File: src/rtl/uartb_rx_packer_if.sv
// Byte intake from the UART core and word output toward the CPU/bus side.
// master = packer view, slave = core + consumer view.
interface uartb_rx_packer_if;
    logic [7:0]  rxdata;
    logic        rxdv;
    logic        rxrd;
    logic [31:0] wdata;
    logic [2:0]  wlen;
    logic        wvalid;
    logic        wready;

    modport master (
        input  rxdata, rxdv, wready,
        output rxrd, wdata, wlen, wvalid
    );

    modport slave (
        output rxdata, rxdv, wready,
        input  rxrd, wdata, wlen, wvalid
    );
endinterface

File: src/rtl/uartb_rx_packer.sv
// Packs received UART bytes LSB-first into 32-bit words.
// Each word is either a single byte or a burst of up to 4 bytes, with an idle flush.
module uartb_rx_packer #(
    parameter int TIMEOUT   = 2000,
    parameter int TIMEOUT_W = 16
) (
    input  logic               clk,
    input  logic               rst,
    input  logic               mode,
    uartb_rx_packer_if.master  bus,
    output logic [15:0]        nwords
);
    localparam int NUM_LANES = 4;
    localparam int VEC_W     = 8;
    localparam int LANE_W    = $clog2(NUM_LANES);

    typedef enum logic [1:0] {IDLE, COLLECT, HOLD} state_t;

    state_t                             state;
    logic [NUM_LANES-1:0][VEC_W-1:0]    lanes;
    logic [NUM_LANES-1:0][VEC_W-1:0]    partial;
    logic [NUM_LANES-1:0][VEC_W-1:0]    full;
    logic [LANE_W-1:0]                  lane;
    logic [TIMEOUT_W-1:0]               idle;
    logic                               cap;

    // DV is still high during the rd cycle, so the pending strobe masks it.
    assign cap = (state != HOLD) && bus.rxdv && !bus.rxrd;

    for (genvar g = 0; g < NUM_LANES; g++) begin : g_lane
        assign partial[g] = (LANE_W'(g) < lane) ? lanes[g] : '0;
        if (g == NUM_LANES - 1) begin : g_last
            assign full[g] = bus.rxdata;
        end else begin : g_held
            assign full[g] = lanes[g];
        end
    end

    always_ff @(posedge clk or posedge rst) begin
        if (rst) begin
            state      <= IDLE;
            lanes      <= '0;
            lane       <= '0;
            idle       <= '0;
            nwords     <= '0;
            bus.rxrd   <= 1'b0;
            bus.wdata  <= '0;
            bus.wlen   <= '0;
            bus.wvalid <= 1'b0;
        end else begin
            bus.rxrd <= cap;
            if (cap) begin
                lanes[lane] <= bus.rxdata;
                idle        <= '0;
            end
            case (state)
                IDLE: begin
                    // mode only matters here: it picks the word type at byte0
                    if (cap) begin
                        if (!mode) begin
                            bus.wdata  <= 32'(bus.rxdata);
                            bus.wlen   <= 3'd1;
                            bus.wvalid <= 1'b1;
                            state      <= HOLD;
                        end else begin
                            lane  <= LANE_W'(1);
                            state <= COLLECT;
                        end
                    end
                end
                COLLECT: begin
                    if (cap) begin
                        if (lane == LANE_W'(NUM_LANES - 1)) begin
                            bus.wdata  <= full;
                            bus.wlen   <= 3'(NUM_LANES);
                            bus.wvalid <= 1'b1;
                            state      <= HOLD;
                        end else begin
                            lane <= lane + 1'b1;
                        end
                    end else begin
                        idle <= idle + 1'b1;
                        if (idle == TIMEOUT_W'(TIMEOUT - 1)) begin
                            bus.wdata  <= partial;
                            bus.wlen   <= 3'(lane);
                            bus.wvalid <= 1'b1;
                            state      <= HOLD;
                        end
                    end
                end
                HOLD: begin
                    if (bus.wready) begin
                        bus.wvalid <= 1'b0;
                        lane       <= '0;
                        idle       <= '0;
                        nwords     <= nwords + 1'b1;
                        state      <= IDLE;
                    end
                end
                default: state <= IDLE;
            endcase
        end
    end
endmodule

File: src/flat_wrapper.sv
// flat-port wrapper written by rule: the top's interface ports become plain ports
module uartb_rx_packer_flat 
#(
    parameter int TIMEOUT   = 2000,
    parameter int TIMEOUT_W = 16
)
  (clk, rst, mode, nwords, bus_rxdata, bus_rxdv, bus_wready, bus_rxrd, bus_wdata, bus_wlen, bus_wvalid);
  uartb_rx_packer_if bus_i ();
  input  logic clk;
  input  logic rst;
  input  logic mode;
  output logic [15:0] nwords;
  input wire logic [$bits(bus_i.rxdata)-1:0] bus_rxdata;
  input wire logic [$bits(bus_i.rxdv)-1:0] bus_rxdv;
  input wire logic [$bits(bus_i.wready)-1:0] bus_wready;
  output wire logic [$bits(bus_i.rxrd)-1:0] bus_rxrd;
  output wire logic [$bits(bus_i.wdata)-1:0] bus_wdata;
  output wire logic [$bits(bus_i.wlen)-1:0] bus_wlen;
  output wire logic [$bits(bus_i.wvalid)-1:0] bus_wvalid;
  assign bus_i.rxdata = bus_rxdata;
  assign bus_i.rxdv = bus_rxdv;
  assign bus_i.wready = bus_wready;
  assign bus_rxrd = bus_i.rxrd;
  assign bus_wdata = bus_i.wdata;
  assign bus_wlen = bus_i.wlen;
  assign bus_wvalid = bus_i.wvalid;
  uartb_rx_packer #(.TIMEOUT(TIMEOUT), .TIMEOUT_W(TIMEOUT_W)) u_core (.clk(clk), .rst(rst), .mode(mode), .bus(bus_i), .nwords(nwords));
endmodule
File: config.mk
export PLATFORM = sky130hd
export DESIGN_NAME = uartb_rx_packer_flat
export DESIGN_NICKNAME = d
export VERILOG_FILES = /design/src/rtl/uartb_rx_packer_if.sv /design/src/rtl/uartb_rx_packer.sv /design/src/flat_wrapper.sv
export SDC_FILE = /design/constraint.sdc
export NUM_CORES = 1
export LEC_CHECK = 0
export ABC_AREA = 1
export CAP_MARGIN = 20
export CORE_ASPECT_RATIO = 0.75
export CORE_UTILIZATION = 42
export CTS_CLUSTER_SIZE = 10
export DETAILED_ROUTE_END_ITERATION = 16
export PLACE_DENSITY_LB_ADDON = 0.3
export SLEW_MARGIN = 20
export SYNTH_ARGS = -nofsm -noshare
export SYNTH_HDL_FRONTEND = slang
export SYNTH_SLANG_ARGS = --single-unit
File: constraint.sdc
create_clock -name clk -period 8.3 [get_ports clk]
set_input_delay 0.83 -clock clk [delete_from_list [all_inputs] [get_ports clk]]
set_output_delay 0.83 -clock clk [all_outputs]
set_load 0.02 [all_outputs]
==> results_dict.tcl <==
set metrics [dict create \
    clkLatencyLatePin_ns 0.35 \
    die_area_um2 11300 \
    cts_max_level 3 \
    cp-end-kind "flip-flop" \
    grt_pass1_wl_um 16400 \
    final.setup.tns_ns 0 \
    multi_input_area_um2 1860 \
    drcViolationCount 0 \
    ctsHoldBuffers 0 \
    antenna_left 0 \
    vias_per_cell 4.93 \
    drive_above_1_share_pct 11.4 \
    overflow 0 \
    synth_nets 508 \
    place_hpwl_um 6560 \
    ys_ff_latch 97 \
    synth.distinct_cells 39 \
    cp-start-kind "input pin" \
    worstMarginPinSlew_ns 0.828 \
    synth_area_um2 4560 \
    clockBufferDepth 2 \
    seq_area_um2 2430 \
    grt_max_degree 87 \
    row_count 32 \
    grt_setup_unrepaired "no" \
    root_buffer "clkbuf_16" \
    core_area_um2 10400 \
    syn2layout_area_growth_pct 22.2 \
    cts_tree "done" \
    dp_worst_setup_slack_ns 5.20 \
    worstPathMaxFanout 61 \
    initial_utilization_pct 43.8 \
    dr.first_iter.drc_count 312 \
    clock-sinks 97 \
    cts.clk_slew.worst_paths_ns 0.07 \
    io_pins 66 \
    arrival_ns 2.97 \
    wl_per_cell_um 14.0 \
    grt_pass1_vias 3274 \
    syn_inst 484 \
    p_leak_nw 2.54 \
    drt_wl_total_um 9710 \
    finalHoldViolCount 0 \
    die_w_um 122 \
    postSynthAreaPerCell_um2 9.41 \
    relSlewSlack_pct 44.8 \
    place_area_um2 5280 \
    maxCapViolations 0 \
    crit_type "input pin to flip-flop" \
    die_height_um 92.2 \
    io_buffers 65 \
    hp-class "flip-flop to flip-flop" \
    yosys_warnings 0 \
    slew_violations 0 \
    layout.nets 574 \
    final.fill_count 954 \
    ir_worst_vdd_v 0.000152 \
    finalSetupViolations 0 \
    yosysSeqAreaShare_pct 53.3 \
    cts_setup_buffers 0 \
    finalPower_w 0.00163 \
    antenna_found_initial 0 \
    outcome "finished, final reports clean" \
    clock.fmax_mhz 362 \
    cts_inserted_buffers 9 \
    powerDensity_nw_per_um2 292 \
    gp_congestion 0.837 \
    clock-skew-final_ns 0.00933 \
    min_period_over_period_pct 33.3 \
    setup_ws_ns 5.54 \
    postLayoutCellArea_um2 5570 \
    crit_required_ns 8.51 \
    diodes 0 \
    cts_resized 0 \
    drt_pass1_iterations 5 \
    finalCriticalPeriod_ns 2.76 \
    vias 3405 \
    hold_ws_ns 0.481 \
    track_usage_pct 18.9 \
]
## report_power, final
part           internal [W]  total (W)  switching (W)  leakage (nW)
sequential         0.000589   0.000670      0.0000808          1.29
clock              0.000208   0.000396       0.000189         0.135
combinational      0.000208   0.000561       0.000353          1.12
total               0.00100    0.00163       0.000622          2.54
## metal layers
| metal | global-route usage (%) | wire, um | vias to the layer above |
|---|---|---|---|
| met5 | 0 | 0 | - |
| met4 | 4.57 | 52 | 0 |
| met3 | 6.28 | 500 | 4 |
| met2 | 27.1 | 4190 | 68 |
| met1 | 27.4 | 4960 | 1614 |
| li1 | - | - | 1719 |
## cells in the mapped netlist (all sizes together)
master,instances,area share (%)
nand3,17,2.1
clkinv,1,0.082
o21ai,78,11
nor2,31,2.8
xor2,11,2.1
o211ai,1,0.16
o21a,1,0.16
nand2,131,12
dfrtp,97,53
or2,2,0.27
a32o,2,0.44
xnor2,7,1.3
mux2,1,0.25
a22oi,8,1.3
o22ai,3,0.41
nand4,7,1.1
nor3,9,1.3
buf,8,2.0
nand3b,1,0.16
inv,42,3.5
a31o,1,0.19
a21oi,11,1.2
ha,11,3.0
clkbuf,3,0.25
## cell type report
cell class / instances / share of cell area, %
timing repair buffer: 66 / 11.9
multi-input combinational: 333 / 33.5
clock buffer: 10 / 4.11
tap: 136 / 3.06
inverter: 43 / 2.95
sequential: 97 / 43.6
clock inverter: 6 / 0.899
## state kept, by name, indices dropped and copies added (netlist names)
name,count
u_core.nwords,16
u_core.lane,2
u_core.bus.wvalid,1
u_core.bus.wdata,32
u_core.bus.rxrd,1
u_core.idle,16
u_core.bus.wlen,3
u_core.state,2
u_core.full,24
## stage by stage
stage	util, %	instances
2_1_floorplan	-	484
4_1_cts	53.4	691
6_report	53.5	691
3_3_place_gp	50.7	675
3_5_place_dp	50.7	675
5_1_grt	53.5	691
## logic make-up after synthesis
family	after synthesis	share of synthesized area, %
muxes	1	0.247
adders and majority gates	11	3.02
and+or+nand+nor	198	19.3
buffers and inverters	54	5.82
DFF	97	53.3
AOI/OAI and AO/OA	105	14.9
xor gates and xnor gates	18	3.46
## critical path: stages
cell             delay (ns)
clkdlybuf4s50_1        0.46
inv_1                  0.07
nor2_1                 0.17
nand2_4                0.14
nand2_2                0.10
inv_2                  0.07
nand2_2                0.12
nand3_4                0.58
nand2_1                0.29
o21ai_2                0.07
## path summary, 6_finish.rpt
check                                        from                   to  slack, ns  depth (start not counted)
worst max-delay path                     bus_rxdv  u_core.bus.wdata[1]       5.54                         10
worst min-delay path            u_core.nwords[15]    u_core.nwords[15]       0.48                          1
worst max register to register    u_core.state[0]  u_core.bus.wdata[1]       5.78                         10
worst min register to register  u_core.nwords[15]    u_core.nwords[15]       0.48                          1
max in group asynchronous                     rst      u_core.idle[13]       6.57                          3
min in group asynchronous                     rst  u_core.bus.wdata[8]       0.73                          2
## placed cells by master (no fill, tap or decap), types with 2 or more instances in the layout
master,netlist,layout
nor2_1,29,29
nand2_1,124,124
xnor2_1,7,7
clkdlybuf4s50_1,0,65
o21ai_0,47,47
nand2_4,3,3
a32o_1,2,2
clkbuf_16,0,9
dfrtp_1,97,97
nor3_1,7,7
a21oi_1,11,11
inv_2,3,3
xor2_1,11,11
nand3_1,16,16
o21ai_1,4,4
nand2_2,4,4
a22oi_1,8,8
ha_1,11,11
nand4_1,6,6
o21ai_2,26,26
o22ai_1,3,3
inv_6,0,2
inv_1,39,38
Note: power is estimated with default switching activity, not from simulation.
